### src/rtl/opl3_host_wr_arbiter.sv
// opl3_host_wr_arbiter
// Shares the OPL3 host write bus between two register-write requesters.
// Each accepted request becomes an address strobe (port 0/2) followed by a
// data strobe (port 1/3), each followed by a recovery gap with cs_n/wr_n high.
// Optional build macro OPL3_ARB_ADDR_CACHE_EN: remember the last {bank, reg}
// that completed an address strobe and skip the address phase on a repeat.
//
// state     | meaning
// ----------+--------------------------------------------------------------
// ST_IDLE   | bus idle, arbitrating, may accept a request this cycle
// ST_A_STRB | cs_n/wr_n low, address = {bank,0}, dout = register address
// ST_A_GAP  | cs_n/wr_n high after the address strobe
// ST_D_STRB | cs_n/wr_n low, address = {bank,1}, dout = register data
// ST_D_GAP  | cs_n/wr_n high after the data strobe, then back to idle
module opl3_host_wr_arbiter #(
    parameter int STROBE_CYCLES       = 4,
    parameter int GAP_CYCLES          = 8,
    parameter int REG_FILE_DATA_WIDTH = 8
) (
    input  logic                           clk_host,
    input  logic                           ic_n,
    input  logic                           req0_valid,
    output logic                           req0_ready,
    input  logic                           req0_bank,
    input  logic [REG_FILE_DATA_WIDTH-1:0] req0_address,
    input  logic [REG_FILE_DATA_WIDTH-1:0] req0_data,
    input  logic                           req1_valid,
    output logic                           req1_ready,
    input  logic                           req1_bank,
    input  logic [REG_FILE_DATA_WIDTH-1:0] req1_address,
    input  logic [REG_FILE_DATA_WIDTH-1:0] req1_data,
    output logic                           cs_n,
    output logic                           wr_n,
    output logic                           rd_n,
    output logic [1:0]                     address,
    output logic [REG_FILE_DATA_WIDTH-1:0] dout,
    output logic                           busy,
    output logic                           grant_id
);

    localparam int MAX_LEN = (STROBE_CYCLES > GAP_CYCLES) ? STROBE_CYCLES : GAP_CYCLES;
    localparam int CW      = $clog2(MAX_LEN + 1);
    localparam logic [CW-1:0] STROBE_LD = CW'(STROBE_CYCLES);
    localparam logic [CW-1:0] GAP_LD    = CW'(GAP_CYCLES);
    localparam logic [CW-1:0] CNT_ONE   = CW'(1);

    generate
        if (STROBE_CYCLES < 1 || GAP_CYCLES < 1) begin : g_param_check
            $fatal(1, "opl3_host_wr_arbiter: STROBE_CYCLES and GAP_CYCLES must be >= 1");
        end
    endgenerate

    typedef enum logic [2:0] {
        ST_IDLE   = 3'd0,
        ST_A_STRB = 3'd1,
        ST_A_GAP  = 3'd2,
        ST_D_STRB = 3'd3,
        ST_D_GAP  = 3'd4
    } state_t;

    state_t                         r_state;
    logic [CW-1:0]                  r_cnt;
    logic                           r_cs_n;
    logic                           r_wr_n;
    logic [1:0]                     r_address;
    logic [REG_FILE_DATA_WIDTH-1:0] r_dout;
    logic                           r_grant_id;
    logic                           r_last_grant;
    logic                           r_bank;
    logic [REG_FILE_DATA_WIDTH-1:0] r_data;

    logic                           w_idle;
    logic                           w_grant;
    logic                           w_accept;
    logic                           w_hit;
    logic                           w_sel_bank;
    logic [REG_FILE_DATA_WIDTH-1:0] w_sel_addr;
    logic [REG_FILE_DATA_WIDTH-1:0] w_sel_data;

`ifdef OPL3_ARB_ADDR_CACHE_EN
    logic                           r_addr;
    logic [REG_FILE_DATA_WIDTH-1:0] r_reg_addr;
    logic                           r_cache_valid;
    logic                           r_cache_bank;
    logic [REG_FILE_DATA_WIDTH-1:0] r_cache_addr;
`endif

    // Round-robin arbitration and request mux, only meaningful in idle.
    always_comb begin
        w_idle  = (r_state == ST_IDLE);
        w_grant = 1'b0;
        if (req0_valid && req1_valid) begin
            w_grant = ~r_last_grant;
        end else if (req1_valid) begin
            w_grant = 1'b1;
        end
        w_accept   = w_idle && (req0_valid || req1_valid);
        req0_ready = w_idle && req0_valid && !w_grant;
        req1_ready = w_idle && req1_valid && w_grant;
        w_sel_bank = w_grant ? req1_bank    : req0_bank;
        w_sel_addr = w_grant ? req1_address : req0_address;
        w_sel_data = w_grant ? req1_data    : req0_data;
`ifdef OPL3_ARB_ADDR_CACHE_EN
        w_hit = r_cache_valid && (r_cache_bank == w_sel_bank) && (r_cache_addr == w_sel_addr);
`else
        w_hit = 1'b0;
`endif
    end

    // Strobe sequencer: every state is timed by the down-counter, advancing at 1.
    always_ff @(posedge clk_host or negedge ic_n) begin
        if (!ic_n) begin
            r_state      <= ST_IDLE;
            r_cnt        <= '0;
            r_cs_n       <= 1'b1;
            r_wr_n       <= 1'b1;
            r_address    <= 2'b00;
            r_dout       <= '0;
            r_grant_id   <= 1'b0;
            r_last_grant <= 1'b1;
            r_bank       <= 1'b0;
            r_data       <= '0;
`ifdef OPL3_ARB_ADDR_CACHE_EN
            r_addr        <= 1'b0;
            r_reg_addr    <= '0;
            r_cache_valid <= 1'b0;
            r_cache_bank  <= 1'b0;
            r_cache_addr  <= '0;
`endif
        end else begin
            case (r_state)
                ST_IDLE: begin
                    if (w_accept) begin
                        r_bank       <= w_sel_bank;
                        r_data       <= w_sel_data;
                        r_last_grant <= w_grant;
                        r_grant_id   <= w_grant;
                        r_cs_n       <= 1'b0;
                        r_wr_n       <= 1'b0;
                        r_cnt        <= STROBE_LD;
`ifdef OPL3_ARB_ADDR_CACHE_EN
                        r_addr     <= 1'b1;
                        r_reg_addr <= w_sel_addr;
`endif
                        if (w_hit) begin
                            r_state   <= ST_D_STRB;
                            r_address <= {w_sel_bank, 1'b1};
                            r_dout    <= w_sel_data;
                        end else begin
                            r_state   <= ST_A_STRB;
                            r_address <= {w_sel_bank, 1'b0};
                            r_dout    <= w_sel_addr;
                        end
                    end
                end
                ST_A_STRB: begin
                    if (r_cnt == CNT_ONE) begin
                        r_state <= ST_A_GAP;
                        r_cnt   <= GAP_LD;
                        r_cs_n  <= 1'b1;
                        r_wr_n  <= 1'b1;
`ifdef OPL3_ARB_ADDR_CACHE_EN
                        // The chip now holds this register address latched.
                        r_cache_valid <= r_addr;
                        r_cache_bank  <= r_bank;
                        r_cache_addr  <= r_reg_addr;
`endif
                    end else begin
                        r_cnt <= r_cnt - CNT_ONE;
                    end
                end
                ST_A_GAP: begin
                    if (r_cnt == CNT_ONE) begin
                        r_state   <= ST_D_STRB;
                        r_cnt     <= STROBE_LD;
                        r_cs_n    <= 1'b0;
                        r_wr_n    <= 1'b0;
                        r_address <= {r_bank, 1'b1};
                        r_dout    <= r_data;
                    end else begin
                        r_cnt <= r_cnt - CNT_ONE;
                    end
                end
                ST_D_STRB: begin
                    if (r_cnt == CNT_ONE) begin
                        r_state <= ST_D_GAP;
                        r_cnt   <= GAP_LD;
                        r_cs_n  <= 1'b1;
                        r_wr_n  <= 1'b1;
                    end else begin
                        r_cnt <= r_cnt - CNT_ONE;
                    end
                end
                ST_D_GAP: begin
                    if (r_cnt == CNT_ONE) begin
                        r_state <= ST_IDLE;
                        r_cnt   <= '0;
                    end else begin
                        r_cnt <= r_cnt - CNT_ONE;
                    end
                end
                default: begin
                    r_state <= ST_IDLE;
                    r_cnt   <= '0;
                    r_cs_n  <= 1'b1;
                    r_wr_n  <= 1'b1;
                end
            endcase
        end
    end

    assign cs_n     = r_cs_n;
    assign wr_n     = r_wr_n;
    assign rd_n     = 1'b1;
    assign address  = r_address;
    assign dout     = r_dout;
    assign busy     = (r_state != ST_IDLE);
    assign grant_id = r_grant_id;

endmodule

### config.mk
export PLATFORM = sky130hd
export DESIGN_NAME = opl3_host_wr_arbiter
export DESIGN_NICKNAME = d
export VERILOG_FILES = /design/src/rtl/opl3_host_wr_arbiter.sv
export SDC_FILE = /design/constraint.sdc
export NUM_CORES = 1
export LEC_CHECK = 0
export CAP_MARGIN = 20
export CORE_ASPECT_RATIO = 1.4
export CORE_MARGIN = 5
export CORE_UTILIZATION = 34
export DETAILED_ROUTE_END_ITERATION = 16
export HOLD_SLACK_MARGIN = 0.12
export MAX_ROUTING_LAYER = met4
export SYNTH_ARGS = -nofsm -noshare
export SYNTH_HDL_FRONTEND = slang
export SYNTH_SLANG_ARGS = --single-unit
export TNS_END_PERCENT = 20
### constraint.sdc
create_clock -name clk_host -period 1.9 [get_ports clk_host]
set_input_delay 0.19 -clock clk_host [delete_from_list [all_inputs] [get_ports clk_host]]
set_output_delay 0.19 -clock clk_host [all_outputs]
set_load 0.1 [all_outputs]
**Word-level counts from Yosys, hierarchy flattened**

Index checks and enable logic that the tools add are counted.

- Bits in registers: 29
- Input port bits: 38
- Output and inout port bits: 17
- Word-level logic and storage cells: 65

- $add $sub $neg: 1
- Eq/ne operators: 11
- Muxes and demuxes: 26
- Bitwise gates (word level): 2
- Reduce and logical (&&, ||, !) cells: 16

Operators by type and width:

| kind | count |
|---|---|
| $mux 8 | 4 |
| $mux 4 | 4 |
| $pmux 4 s4 | 1 |
| $pmux 8 s2 | 1 |
| $mux 3 | 5 |
| $pmux 3 s5 | 1 |
| $ne 2x2->1 const B | 4 |
| $eq 3x2->1 const B | 2 |
| $logic_and 1x1->1 | 6 |
| $mux 1 | 6 |
| $reduce_and 5->1 | 1 |
| $eq 4x1->1 const B | 1 |
| $mux 2 | 2 |
| $ne 2x1->1 const B | 2 |
| $pmux 1 s4 | 1 |
| $pmux 2 s2 | 1 |
| $reduce_and 4->1 | 1 |
| $sub 4x1->4 const B | 1 |
| $eq 3x1->1 const B | 1 |
| $eq 3x3->1 const B | 1 |
| $logic_not 3->1 | 1 |
| $reduce_and 3->1 | 1 |
| $reduce_bool 3->1 | 1 |
| $not 1->1 | 2 |
| 5 further kinds | 5 |

**Logic depth before layout (Yosys ltp)**

- Word-level depth: 5
- Depth in mapped cells: 7
- Mapped depth without buffers: 6

**Worst setup path after synthesis**

OpenSTA, ideal clock, no wires.

- Path type: flip-flop to flip-flop
- Start point: reg r_state[0]
- End point: reg r_grant_id, in the netlist grant_id
- Library setup time: 0.072 ns
- Arrival: 2.751 ns
- Data required time: 1.828 ns
- Path slack: -0.923 ns
- Cell stages (with the launch flop): 6
- Path buffers: 1
- Period minus slack after synthesis: 2.823 ns
- Path through: dfrtp_1 buf_2 nor3_4 inv_1 nor2_1 a21o_1

- Word-level cells in the longest chain between the ends: 3

Ends and longest elaborated chain:

| item | RTL line | RTL |
|---|---|---|
| from (decl) | 61 | `state_t r_state;` |
| from (signal assigned) | 113 | `r_state <= ST_IDLE;` |
| from (signal assigned) | 146 | `r_state <= ST_D_STRB;` |
| from (signal assigned) | 150 | `r_state <= ST_A_STRB;` |
| $logic_not 3->1 (*) | 90, 131 |  |
| $logic_and 1x1->1 | 97 | `w_accept = w_idle && (req0_valid \|\| req1_valid);` |
| $reduce_and 2->1 (no line) (*) | n/a |  |
| to (signal assigned) | 137 | `r_grant_id <= w_grant;` |
| to (decl) | 67 | `logic r_grant_id;` |

Every way passes the cells marked *; elsewhere a longest branch is shown, timed or not.
A chain may end at the register's enable or synchronous reset.

**Worst setup path in the final report**

- Start point: reg r_state[1]
- End point: out req1_ready

- Word-level cells in the longest chain between the ends: 3

Ends and longest elaborated chain:

| item | RTL line | RTL |
|---|---|---|
| $logic_not 3->1 | 90 | `w_idle = (r_state == ST_IDLE);` |
| $logic_and 1x1->1 (2 in series) | 99 | `req1_ready = w_idle && req1_valid && w_grant;` |
| to (decl) | 28 | `output logic req1_ready,` |

Every way passes these cells.

==> results.sh <==
export IMPL_coreArea_um2=4800
export IMPL_via_count=1418
export IMPL_grt_pass1_vias=1420
export IMPL_dp_cells=286
export IMPL_htreeDepth=2
export IMPL_syn2layout_area_growth_pct=48.5
export IMPL_drc=0
export IMPL_synth_warnings=0
export IMPL_path_max_fanout=13
export IMPL_setup_viol=0
export IMPL_crit_cells=5
export IMPL_grt_max_degree=30
export IMPL_finalPower_uw=4250
export IMPL_critPathBufInv=3
export IMPL_status="finished clean"
export IMPL_cts_buffers=5
export IMPL_critical_path_slowest_cell="dfrtp_1"
export IMPL_die_w_um=69.1
export IMPL_ys_types=36
export IMPL_grt_pass1_wl_um=6960
export IMPL_cts_tree="yes"
export IMPL_antenna_left=0
export IMPL_clk_pin_slew_worst_paths_ns=0.06
export IMPL_ios=55
export IMPL_dp_slack_ns=0.115
export IMPL_finalWirelength_um=4240
export IMPL_cpPeakStageDelay_ns=0.42
export IMPL_viasPerCell=4.79
export IMPL_cp_arrival_ns=1.59
export IMPL_die_area_um2=6400
export IMPL_wl_met3_um=175
export IMPL_postSynthAreaPerCell_um2=10.0
export IMPL_drive_gt1_frac=0.254
export IMPL_worstSetupPathType="reg -> out"
export IMPL_antenna_found_initial=0
export IMPL_worstMarginPinSlew_ns=0.537
export IMPL_place_gp_congestion=0.768
export IMPL_critPathLaunchType="flip-flop"
export IMPL_grtUsageTotal=0.143
export IMPL_drtIter0Drc=29
export IMPL_ys_seq_elements=29
export IMPL_synth_top_area_frac=0.407
export IMPL_synth_seq_area_share=0.439
export IMPL_initial_core_util=0.346
export IMPL_hp_class="in -> async"
export IMPL_synth_area_um2=1660
export IMPL_leakage_uw=0.00119
export IMPL_cellPowerDensity_nw_per_um2=1720
export IMPL_top_layer="met4"
export IMPL_yosys_top_cells_area="dfrtp_1, mux2i_1, a221oi_2, a21o_1, nand2_1"
export IMPL_dp_hpwl_um=3220
export IMPL_finalMaxSlewViolations=0
export IMPL_wl_met2_um=2150
export IMPL_critical_path_required_ns=1.71
export IMPL_period_share=0.935
export IMPL_drt_pass1_iter_count=4
export IMPL_die_height_um=92.7
export IMPL_nets=271
export IMPL_hold_viol=0
export IMPL_max_cap_violations=0
export IMPL_slew_headroom=0.642
export IMPL_stdcell_count=296
export IMPL_wl_met1_um=1840
export IMPL_yosys_area_top_type="dfrtp_1"
export IMPL_holdBufCountCts=0
export IMPL_worst_slack_ns=0.124
export IMPL_syn_inst=166
export IMPL_final_core_util=0.513
export IMPL_r2r_slack_ns=0.18
export IMPL_rsz0062_at_grt="no"
export IMPL_path_cells="buf_4 > nor3_4 > inv_1 > nor2_4 > buf_12"
export IMPL_crit_family="buffers and inverters"
export IMPL_syn_num_nets=206
export IMPL_finalCriticalPeriod_ns=1.78
export IMPL_fin_worst_skew_ns=0.00634
export IMPL_ir_drop_v=0.000800
export IMPL_grt_overflow=0
export IMPL_worst_skew_pair_late_latency_ns=0.28
export IMPL_max_freq_mhz=563
export IMPL_port_buffers=53
export IMPL_reg2reg_depth=6
export IMPL_num_rows=30
export IMPL_clockRootBuffer="clkbuf_8"
export IMPL_diodes=0
export IMPL_clkSinkCount=29
export IMPL_crit_path_end_kind="output pin"
export IMPL_wire_per_inst_um=14.3
export IMPL_clockBufferDepth=2
cell type report:
| class | instances | area [um^2] |
|---|---|---|
| Clock inverter | 1 | 5.00 |
| Inverter | 14 | 52.6 |
| Sequential cell | 29 | 728 |
| Multi-Input combinational cell | 112 | 818 |
| Timing Repair Buffer | 69 | 686 |
| Fill cell | 492 | 2340 |
| Tap cell | 64 | 80.1 |
| Clock buffer | 7 | 96.3 |
cells in the mapped netlist, drive strengths merged:
master and instances:
xnor2 1, a31oi 5, and2 1, o221a 1, o32ai 2, mux2i 17, o22ai 1, a21bo 1
nand2 17, or2 1, or3b 1, nand2b 1, nor2 13, o21a 1, conb 1, a21o 11
dfstp 2, buf 10, ha 2, nor3 4, or3 2, clkbuf 1, o21ai 13, and3 1
a21oi 4, o211ai 1, dfrtp 27, nor3b 1, inv 14, a221oi 9
where the power goes:
group	switching (uW)	internal (uW)
registers	213	917
logic	1730	838
clock network	232	327
per-layer routing:
| layer | track usage | vias up |
|---|---|---|
| met4 | 0.0537 | 0 |
| met2 | 0.242 | 38 |
| met3 | 0.0380 | 6 |
| met1 | 0.160 | 661 |
| met5 | - | - |
| li1 | - | 713 |
sequential cells by signal (all words and copies together) (netlist names):
register and count:
dout 8, r_data 8, r_cnt 4, r_state 3, address 2, grant_id 1
r_bank 1, r_last_grant 1, wr_n 1
worst register-to-register path: cells and delay by family, from the launching register on:
kind | cells | cell delay, ns
and+or+nand+nor | 1 | 0.53
buffers and inverters | 1 | 0.08
DFF | 1 | 0.39
adders and majority gates | 1 | 0.20
AOI/OAI and AO/OA | 3 | 0.40
path summary, 6_finish.rpt:
| path | to | start |
|---|---|---|
| hold / removal | r_state[1] | ic_n |
| setup / recovery | req1_ready | r_state[1] |
| setup reg to reg | r_cnt[3] | r_cnt[1] |
| max in group asynchronous | r_last_grant | ic_n |
| hold reg to reg | dout[7] | dout[7] |
| min in group clk_host | dout[7] | dout[7] |
cell families (layout without fill, tap and decap cells):
family / Yosys count / count (layout) / synth area share
AO/OA/AOI/OAI: 49 / 49 / 0.237
AND/OR/NAND/NOR: 42 / 42 / 0.122
flip-flops: 29 / 29 / 0.439
buffers and inverters: 25 / 91 / 0.0769
multiplexers: 17 / 17 / 0.102
adder cells (fa/ha/maj): 2 / 2 / 0.0151
other: 1 / 1 / 0.00226
XOR/XNOR: 1 / 1 / 0.00528
cell usage in the layout, fill, tap and decap left out, types with 3 or more instances in the layout:
| cell type | Yosys | layout |
|---|---|---|
| mux2i_1 | 17 | 17 |
| buf_4 | 4 | 26 |
| nand2_1 | 17 | 17 |
| a21oi_1 | 4 | 4 |
| clkdlybuf4s50_1 | 0 | 37 |
| a221oi_2 | 9 | 9 |
| a21o_1 | 11 | 11 |
| a31oi_1 | 5 | 5 |
| dfrtp_1 | 27 | 27 |
| o21ai_0 | 12 | 12 |
| clkbuf_8 | 0 | 7 |
| nor3_1 | 3 | 3 |
| nor2_1 | 13 | 12 |
| buf_12 | 0 | 6 |
| inv_1 | 13 | 13 |
metrics by stage:
step                      instance area (um^2)  setup TNS, ns  hold slack (ns)
final                                     2470              0            0.286
after global placement                    2340              0            0.465
after CTS                                 2460              0            0.305
after global routing                      2470              0            0.315
after detailed placement                  2340              0            0.467
after floorplan                           1670         -0.402           -0.106
repair_timing:
action / in CTS / in global routing
pin swaps: 1 / 1
setup buffers: 2 / 0
setup endpoints to repair: 1 / 2
gates resized for setup: 0 / 1
Power figures use the tool's default switching activity.
